[config.mk]
export PLATFORM = sky130hd
export DESIGN_NAME = sd_sector_read_arbiter
export DESIGN_NICKNAME = d
export VERILOG_FILES = /design/src/rtl/sd_sector_read_arbiter.sv
export SDC_FILE = /design/constraint.sdc
export NUM_CORES = 1
export LEC_CHECK = 0
export CORE_ASPECT_RATIO = 1.5
export CORE_MARGIN = 3
export CORE_UTILIZATION = 39
export CTS_CLUSTER_DIAMETER = 30
export DETAILED_ROUTE_END_ITERATION = 10
export PLACE_DENSITY = 0.8
export SYNTH_ARGS = -nofsm -noshare
export SYNTH_HDL_FRONTEND = slang
export SYNTH_SLANG_ARGS = --single-unit
[constraint.sdc]
create_clock -name clk -period 2.7 [get_ports clk]
set_input_delay 0.27 -clock clk [delete_from_list [all_inputs] [get_ports clk]]
set_output_delay 0.27 -clock clk [all_outputs]
set_load 0.03 [all_outputs]
[src/rtl/sd_sector_read_arbiter.sv]
`default_nettype none
// ============================================================================
// Module : sd_sector_read_arbiter
// Round-robin sharing of one SD SPI sector reader between N_REQ requesters.
// Optional build macro SD_ARB_BYTECHECK_EN adds a per-sector 512-byte check (err).
// Rev    : 1.0
// ============================================================================
module sd_sector_read_arbiter #(
    parameter int N_REQ   = 2,
    parameter int HOLDOFF = 2
) (
    input  logic                clk,
    input  logic                rst_n,
    input  logic [N_REQ-1:0]    req,
    input  logic [32*N_REQ-1:0] req_sector,
    output logic [N_REQ-1:0]    gnt,
    output logic [N_REQ-1:0]    done,
    output logic [N_REQ-1:0]    rvalid,
    output logic [7:0]          rdata,
    output logic                busy,
    output logic [2:0]          owner,
`ifdef SD_ARB_BYTECHECK_EN
    output logic [N_REQ-1:0]    err,
`endif
    output logic                rd_start,
    output logic [31:0]         rd_sector_no,
    input  logic                rd_done,
    input  logic                rd_rvalid,
    input  logic [7:0]          rd_rdata
);

    typedef enum logic [1:0] {
        ST_IDLE = 2'd0,
        ST_READ = 2'd1,
        ST_GAP  = 2'd2
    } state_t;

    // GAP lasts HOLDOFF-1 cycles; the following IDLE cycle supplies the last low cycle.
    localparam int             GW       = (HOLDOFF > 2) ? $clog2(HOLDOFF - 1) : 1;
    localparam logic [GW-1:0]  GAP_LOAD = GW'((HOLDOFF > 1) ? HOLDOFF - 2 : 0);

    state_t            r_state, w_state_nx;
    logic [2:0]        r_rr_ptr, w_rr_nx;
    logic [GW-1:0]     r_gap_cnt, w_gap_nx;
    logic [N_REQ-1:0]  w_gnt_nx, w_done_nx;
    logic              w_busy_nx, w_start_nx;
    logic [31:0]       w_sector_nx;
    logic [2:0]        w_owner_nx;

    logic [N_REQ-1:0]  w_req_rot;
    logic              w_found;
    logic [2:0]        w_off;
    logic [3:0]        w_sum;
    logic [2:0]        w_win;
    logic [31:0]       w_win_sector;
    logic [2:0]        w_owner_inc;

    // Rotate requests so bit 0 is the requester at rr_ptr, then take the lowest set bit.
    always_comb begin
        w_req_rot = N_REQ'({req, req} >> r_rr_ptr);
        w_found   = 1'b0;
        w_off     = 3'd0;
        for (int j = 0; j < N_REQ; j++) begin
            if (!w_found && w_req_rot[j]) begin
                w_found = 1'b1;
                w_off   = 3'(j);
            end
        end
        w_sum = {1'b0, r_rr_ptr} + {1'b0, w_off};
        if (w_sum >= 4'(N_REQ)) begin
            w_sum = w_sum - 4'(N_REQ);
        end
        w_win        = w_sum[2:0];
        w_win_sector = 32'd0;
        for (int i = 0; i < N_REQ; i++) begin
            if (w_win == 3'(i)) begin
                w_win_sector = req_sector[32*i +: 32];
            end
        end
        w_owner_inc = (owner == 3'(N_REQ - 1)) ? 3'd0 : owner + 3'd1;
    end

    always_comb begin
        w_state_nx  = r_state;
        w_gnt_nx    = '0;
        w_done_nx   = '0;
        w_busy_nx   = busy;
        w_start_nx  = rd_start;
        w_sector_nx = rd_sector_no;
        w_owner_nx  = owner;
        w_rr_nx     = r_rr_ptr;
        w_gap_nx    = r_gap_cnt;
        case (r_state)
            ST_IDLE: begin
                if (w_found) begin
                    for (int i = 0; i < N_REQ; i++) begin
                        w_gnt_nx[i] = (w_win == 3'(i));
                    end
                    w_owner_nx  = w_win;
                    w_sector_nx = w_win_sector;
                    w_start_nx  = 1'b1;
                    w_busy_nx   = 1'b1;
                    w_state_nx  = ST_READ;
                end
            end
            ST_READ: begin
                if (rd_done) begin
                    for (int i = 0; i < N_REQ; i++) begin
                        w_done_nx[i] = (owner == 3'(i));
                    end
                    w_start_nx = 1'b0;
                    w_busy_nx  = 1'b0;
                    w_rr_nx    = w_owner_inc;
                    w_gap_nx   = GAP_LOAD;
                    w_state_nx = (HOLDOFF > 1) ? ST_GAP : ST_IDLE;
                end
            end
            ST_GAP: begin
                if (r_gap_cnt == '0) begin
                    w_state_nx = ST_IDLE;
                end else begin
                    w_gap_nx = r_gap_cnt - 1'b1;
                end
            end
            default: begin
                w_state_nx = ST_IDLE;
                w_start_nx = 1'b0;
                w_busy_nx  = 1'b0;
            end
        endcase
    end

    always_ff @(posedge clk or negedge rst_n) begin
        if (!rst_n) begin
            r_state      <= ST_IDLE;
            r_rr_ptr     <= 3'd0;
            r_gap_cnt    <= '0;
            gnt          <= '0;
            done         <= '0;
            busy         <= 1'b0;
            rd_start     <= 1'b0;
            rd_sector_no <= 32'd0;
            owner        <= 3'd0;
        end else begin
            r_state      <= w_state_nx;
            r_rr_ptr     <= w_rr_nx;
            r_gap_cnt    <= w_gap_nx;
            gnt          <= w_gnt_nx;
            done         <= w_done_nx;
            busy         <= w_busy_nx;
            rd_start     <= w_start_nx;
            rd_sector_no <= w_sector_nx;
            owner        <= w_owner_nx;
        end
    end

    always_comb begin
        for (int i = 0; i < N_REQ; i++) begin
            rvalid[i] = rd_rvalid && (r_state == ST_READ) && (owner == 3'(i));
        end
    end

    assign rdata = rd_rdata;

`ifdef SD_ARB_BYTECHECK_EN
    logic [9:0]       r_byte_cnt, w_byte_inc;
    logic [N_REQ-1:0] w_err_nx;

    // The byte arriving together with rd_done still counts toward the sector total.
    always_comb begin
        w_byte_inc = (rd_rvalid && (r_byte_cnt != 10'h3FF)) ? r_byte_cnt + 10'd1 : r_byte_cnt;
        w_err_nx   = '0;
        if ((r_state == ST_READ) && rd_done && (w_byte_inc != 10'd512)) begin
            for (int i = 0; i < N_REQ; i++) begin
                w_err_nx[i] = (owner == 3'(i));
            end
        end
    end

    always_ff @(posedge clk or negedge rst_n) begin
        if (!rst_n) begin
            r_byte_cnt <= 10'd0;
            err        <= '0;
        end else begin
            err <= w_err_nx;
            if ((r_state == ST_IDLE) && w_found) begin
                r_byte_cnt <= 10'd0;
            end else if (r_state == ST_READ) begin
                r_byte_cnt <= w_byte_inc;
            end
        end
    end
`endif

endmodule
`default_nettype wire

; ---- Word-level counts from Yosys, hierarchy flattened
; Cells that the tools add are included.
[classes]
mux = 20
n_addsub = 4
shifts = 1
n_bitwise = 1
n_reduce_logical = 14
n_eq_ne = 7
order_cmp = 1
[ops]
columns = op, count
row1 = $mux 32, 2
row2 = $mux 2, 7
row3 = $eq 3x1->1 const B, 2
row4 = $logic_not 3->1, 2
row5 = $mux 1, 6
row6 = $mux 3, 2
row7 = $ne 2x2->1 const B, 3
row8 = $pmux 2 s3, 1
row9 = $reduce_and 2->1, 3
row10 = $reduce_and 3->1, 2
row11 = $add 3x1->4, 1
row12 = $ge 4x2->1 const B, 1
row13 = $logic_and 1x1->1, 4
row14 = $shr 4x3->2, 1
row15 = $add 3x1->3 const B, 1
row16 = $pmux 1 s3, 1
row17 = $sub 3x2->3 const B, 1
row18 = $eq 2x1->1 const B, 1
row19 = $eq 2x2->1 const B, 1
row20 = $logic_not 2->1, 1
row21 = $pmux 1 s2, 1
row22 = $reduce_bool 2->1, 1
row23 = $logic_not 1->1, 1
row24 = $not 1->1, 1
row25 = $sub 1x1->1 const B, 1
[totals]
wordCells = 56
in_bits = 78
output_inout_bits = 51
reg_bits = 46

; ---- Logic depth before layout (Yosys ltp)
[logic_depth]
word_depth = 11
mapped_depth = 10
ltp_nobuf = 8

; ---- Worst setup path before layout
; No wires, ideal clock.
[synth_path]
path_kind = flip-flop to flip-flop
from = register r_rr_ptr[1]
to = register gnt[0]
setup_ps = 88
arrival_ps = 2146
t_required_ps = 2612
period_less_slack_ps = 2235
path_slack_ps = 465
n_path_buf = 2
stages_incl_launch_ff = 11
path_cell_list = dfrtp_1 nor4bb_1 a21oi_1 nor2_1 ha_1 ha_1 xnor2_1 o31a_1 clkbuf_1 clkbuf_1 nor3b_1
[synth_between]
elab_chain_len = 11
word_cells_on_any_way = 13
cone_classes = add/sub: 2 / order compare: 1 / shift: 1 / mux: 6 / reduce/logical: 3
[synth_lines]
columns = element, line
row1 = start: declaration, 43  ; logic [2:0] r_rr_ptr, w_rr_nx;
row2 = start signal: assignment, 146  ; r_rr_ptr <= w_rr_nx;
row3 = $shr 4x3->2, 60  ; w_req_rot = N_REQ'({req, req} >> r_rr_ptr);
row4 = $mux 1, 64  ; if (!w_found && w_req_rot[j]) begin
row5 = $logic_not 1->1, 64
row6 = $logic_and 1x1->1, 64
row7 = $mux 1, 64
row8 = $add 3x1->4, 69  ; w_sum = {1'b0, r_rr_ptr} + {1'b0, w_off};
row9 = $ge 4x2->1 or $sub 3x2->3 (tied branches), "70, 71"
row10 = $mux 3, 70  ; if (w_sum >= 4'(N_REQ)) begin
row11 = $logic_not 3->1, 97  ; w_gnt_nx[i] = (w_win == 3'(i));
row12 = $mux 2 *, 95  ; if (w_found) begin
row13 = $mux 2 *, 93  ; case (r_state)
row14 = named net w_gnt_nx[0], 45  ; logic [N_REQ-1:0] w_gnt_nx, w_done_nx;
row15 = end signal: assignment, 148  ; gnt <= w_gnt_nx;
row16 = end: declaration, 16  ; output logic [N_REQ-1:0] gnt,
; Mark *: on every way through the listed nets, which the timed path passes. The rest lies on a longest branch.
; A chain may end at the register's enable or synchronous reset.

; ---- Worst setup path after layout
[layout_path]
from = register r_rr_ptr[1]
to = register rd_sector_no[6]
[layout_between]
elab_chain_len = 11
word_cells_on_any_way = 15
cone_classes = add/sub: 2 / order compare: 1 / eq/ne: 1 / shift: 1 / mux: 6 / reduce/logical: 4
[layout_lines]
columns = element, line
row1 = $shr 4x3->2, 60
row2 = $mux 1, 64
row3 = $logic_not 1->1, 64
row4 = $logic_and 1x1->1, 64
row5 = $mux 1, 64
row6 = $add 3x1->4, 69
row7 = $ge 4x2->1 or $sub 3x2->3 (tied branches), "70, 71"
row8 = $mux 3, 70
row9 = $logic_not 3->1, 76  ; if (w_win == 3'(i)) begin
row10 = $mux 32 (2 in series), 76
row11 = end signal: assignment, 152  ; rd_sector_no <= w_sector_nx;
row12 = end: declaration, 26  ; output logic [31:0] rd_sector_no,
; Parallel ways exist; a longest one is shown, timed or not.

==> metrics <==
first-pass GRT wire length 10500 um; CP Capture Type flop; final wirelength around 6400 um; root buffer cell clkbuf_8; Placed Cells incl. Taps between 300 and 400; core area 5870 um2; Worst path top cell family by delay compound AO/OA/AOI/OAI gates; Avg Cell Area, Syn ~11 um2; via count 2101; CP required about 2.9 ns; final slew viol count 0; reg-to-reg slack, setup 0.44 ns; VDD IR max 0.800 mV; Die ar. 7160 um2; EDFF count, synth 0; kind of start point of the critical path flop; # H-tree levels 2; register area share after synthesis about 47%; vias per cell between 5 and 6; hold_buf cts 0; fillers between 400 and 500; number of diodes 0; Synth Cell Area 2400 um2; Area Overhead vs Synth 50.9%; DP Wirelength roughly 4500 um; largest cells by area after synthesis dfrtp_1, mux2i_1, a32o_1; post-route ant nets 0; critical path peak fanout 34; count leader, synth dfrtp_1; synthesized instance count 221; Final setup viols 0; status finished, final reports clean; Data arrival, critical path 2.44 ns; slew at the pin with the worst max-slew slack 0.989 ns; synth warn 0; sequential fraction of design power 26.9%; Clock Pin Slew Worst Setup and Hold Paths approximately 0.080 ns; P_leak roughly 0.0015 uW; Cell variety after synth 34; total track usage between 10% and 20%; crit-path cells nor4bb_1 > a21oi_1 > nor2_1 > ha_2 > ha_1 > inv_1 > o31a_1 > buf_12 > a32o_1; final clock skew 0.00392 ns; ys flop type dfrtp_1; net count reported at finish 395; clock buffer count from CTS 5; Sw Ratio around two fifths; setup_tns 0 ns; CP max stage cell dfrtp_1; Post-CTS Setup Bufs 0; Crit path buffers/inverters 2; worst-case clock buffer depth 2; maxcap violations 0; Rows 34; Yosys top cell by area dfrtp_1; port bufs about 110; clock sinks 45; initial antenna violation count 0; num ports approximately 130; final hold violation count 0; Die H between 100 and 150 um; commonest cells in the netlist dfrtp_1, nor2_1, mux2i_1; drc violations 0; post-DR wirelength/cell 16.5 um; slew margin rel. between 30% and 40%; Worst-Skew Late Latency approximately 0.29 ns; Psw approximately 1800 uW; final core utilization about three fifths; Max Fclk about 440 MHz; starting density of the core 40.9%; minimum clock period ~2.3 ns; Congestion Overflow GR 0; Worst Path Class, Setup reg2reg; syn_nets 301; die width 70.1 um; Comb pwr share 59.3%; Non-Filler Instances around 390; pin count of the biggest net entering global routing 46; HP Class in2async; layout cells sized above 1 5.70%; DRT Pass-1 Iters 4; final period utilization roughly 84%; Yosys top cell area share 46.9%; vias in the first global route ~2200; Pint approximately 2500 uW; Async S/R FF share, synth 100%; gpl congestion 0.756; post-CTS sizing 0; RSZ-0062 raised after global routing false; Clk network pwr share approximately 14%; CP max stage delay between 0.4 and 0.5 ns; Synth Register Bits 45; CTS tree built; 1st-iter DRT viols 105; Pwr Density approximately 1200 nW/um2
==> worst paths after layout <==
| check | startpoint | to | depth (start not counted) |
|---|---|---|---|
| setup reg to reg | r_rr_ptr[1] | rd_sector_no[6] | 9 |
| hold / removal | rst_n | rd_sector_no[25] | 1 |
| max in group asynchronous | rst_n | r_rr_ptr[2] | 1 |
| min in group clk | rd_sector_no[27] | rd_sector_no[27] | 1 |
| setup / recovery | r_rr_ptr[1] | rd_sector_no[6] | 9 |
| hold reg to reg | rd_sector_no[27] | rd_sector_no[27] | 1 |
==> power groups by stage <==
stage               combinational, uW  sequential (uW)  clock (uW)
floorplan                        1170             1680           0
global placement                 2540             1150           0
detailed placement               2590             1170           0
CTS                              2590             1150         608
global route                     2730             1200         627
finish                           2550             1160         593
==> worst reg2reg max path: cells and delay by family, from the launching register on <==
family,cells,cell delay (ns)
compound gates,3,0.62
fa+ha+maj,2,0.45
flops,1,0.44
simple gates,2,0.39
buf+inv,2,0.25
==> routing by layer <==
| metal | global-route usage (%) | share of wire, % |
|---|---|---|
| met5 | 0 | 0 |
| met4 | 5.90 | 1.7 |
| met3 | 3.84 | 5.7 |
| met2 | 33.5 | 54 |
| met1 | 21.3 | 39 |
==> cells by family after synthesis <==
kind of cell	Yosys count	synth area share (%)
buffers and inverters	34	8.22
adder cells (fa/ha/maj)	2	1.04
flip-flops	45	46.9
AND/OR/NAND/NOR	57	10.9
multiplexers	36	15.3
XOR/XNOR	2	0.729
AO/OA/AOI/OAI	45	17.0
==> cells in the final DEF, fill, tap and decap left out, drive strengths merged <==
master,instances
and3b,1
buf,6
nand2,7
a21boi,1
nor4,1
dfrtp,45
nand2b,2
clkinv,1
mux2i,34
nor3,2
or3,1
o31a,1
clkdlybuf4s50,111
o21bai,2
ha,2
xor2,1
nand4,1
xnor2,1
bufinv,2
a31oi,1
or2,1
nand3b,1
o21ai,5
nor4bb,1
inv,4
mux2,2
nand4bb,1
nor2,36
clkbuf,5
a21oi,3
a32o,32
nor3b,2
==> cell type report <==
type,count,area [um2],share of cell area (%)
Tap cell,72,90.1,2.48
Inverter,4,15.0,0.414
Multi-Input combinational cell,142,1080,29.8
Clock inverter,3,65.1,1.79
Timing Repair Buffer,117,1180,32.5
Clock buffer,5,68.8,1.90
Sequential cell,45,1130,31.1
==> state kept, by name, indices dropped and copies added, names as in the netlist <==
signal and cells:
rd_start 1, gnt 2, r_rr_ptr 3, done 2, rd_sector_no 32, owner 3
r_state 2
==> stage by stage <==
stage / cell area, um2 / setup WS [ns] / hold slack [ns] / power (uW)
after floorplan: 2400 / 0.465 / -0.0256 / 2850
after global placement: 3490 / 0.241 / 0.470 / 3690
after detailed placement: 3490 / 0.172 / 0.480 / 3750
after CTS: 3630 / 0.432 / 0.171 / 4360
after global routing: 3630 / 0.200 / 0.219 / 4550
final: 3630 / 0.438 / 0.137 / 4300
Power figures use the tool's default switching activity.
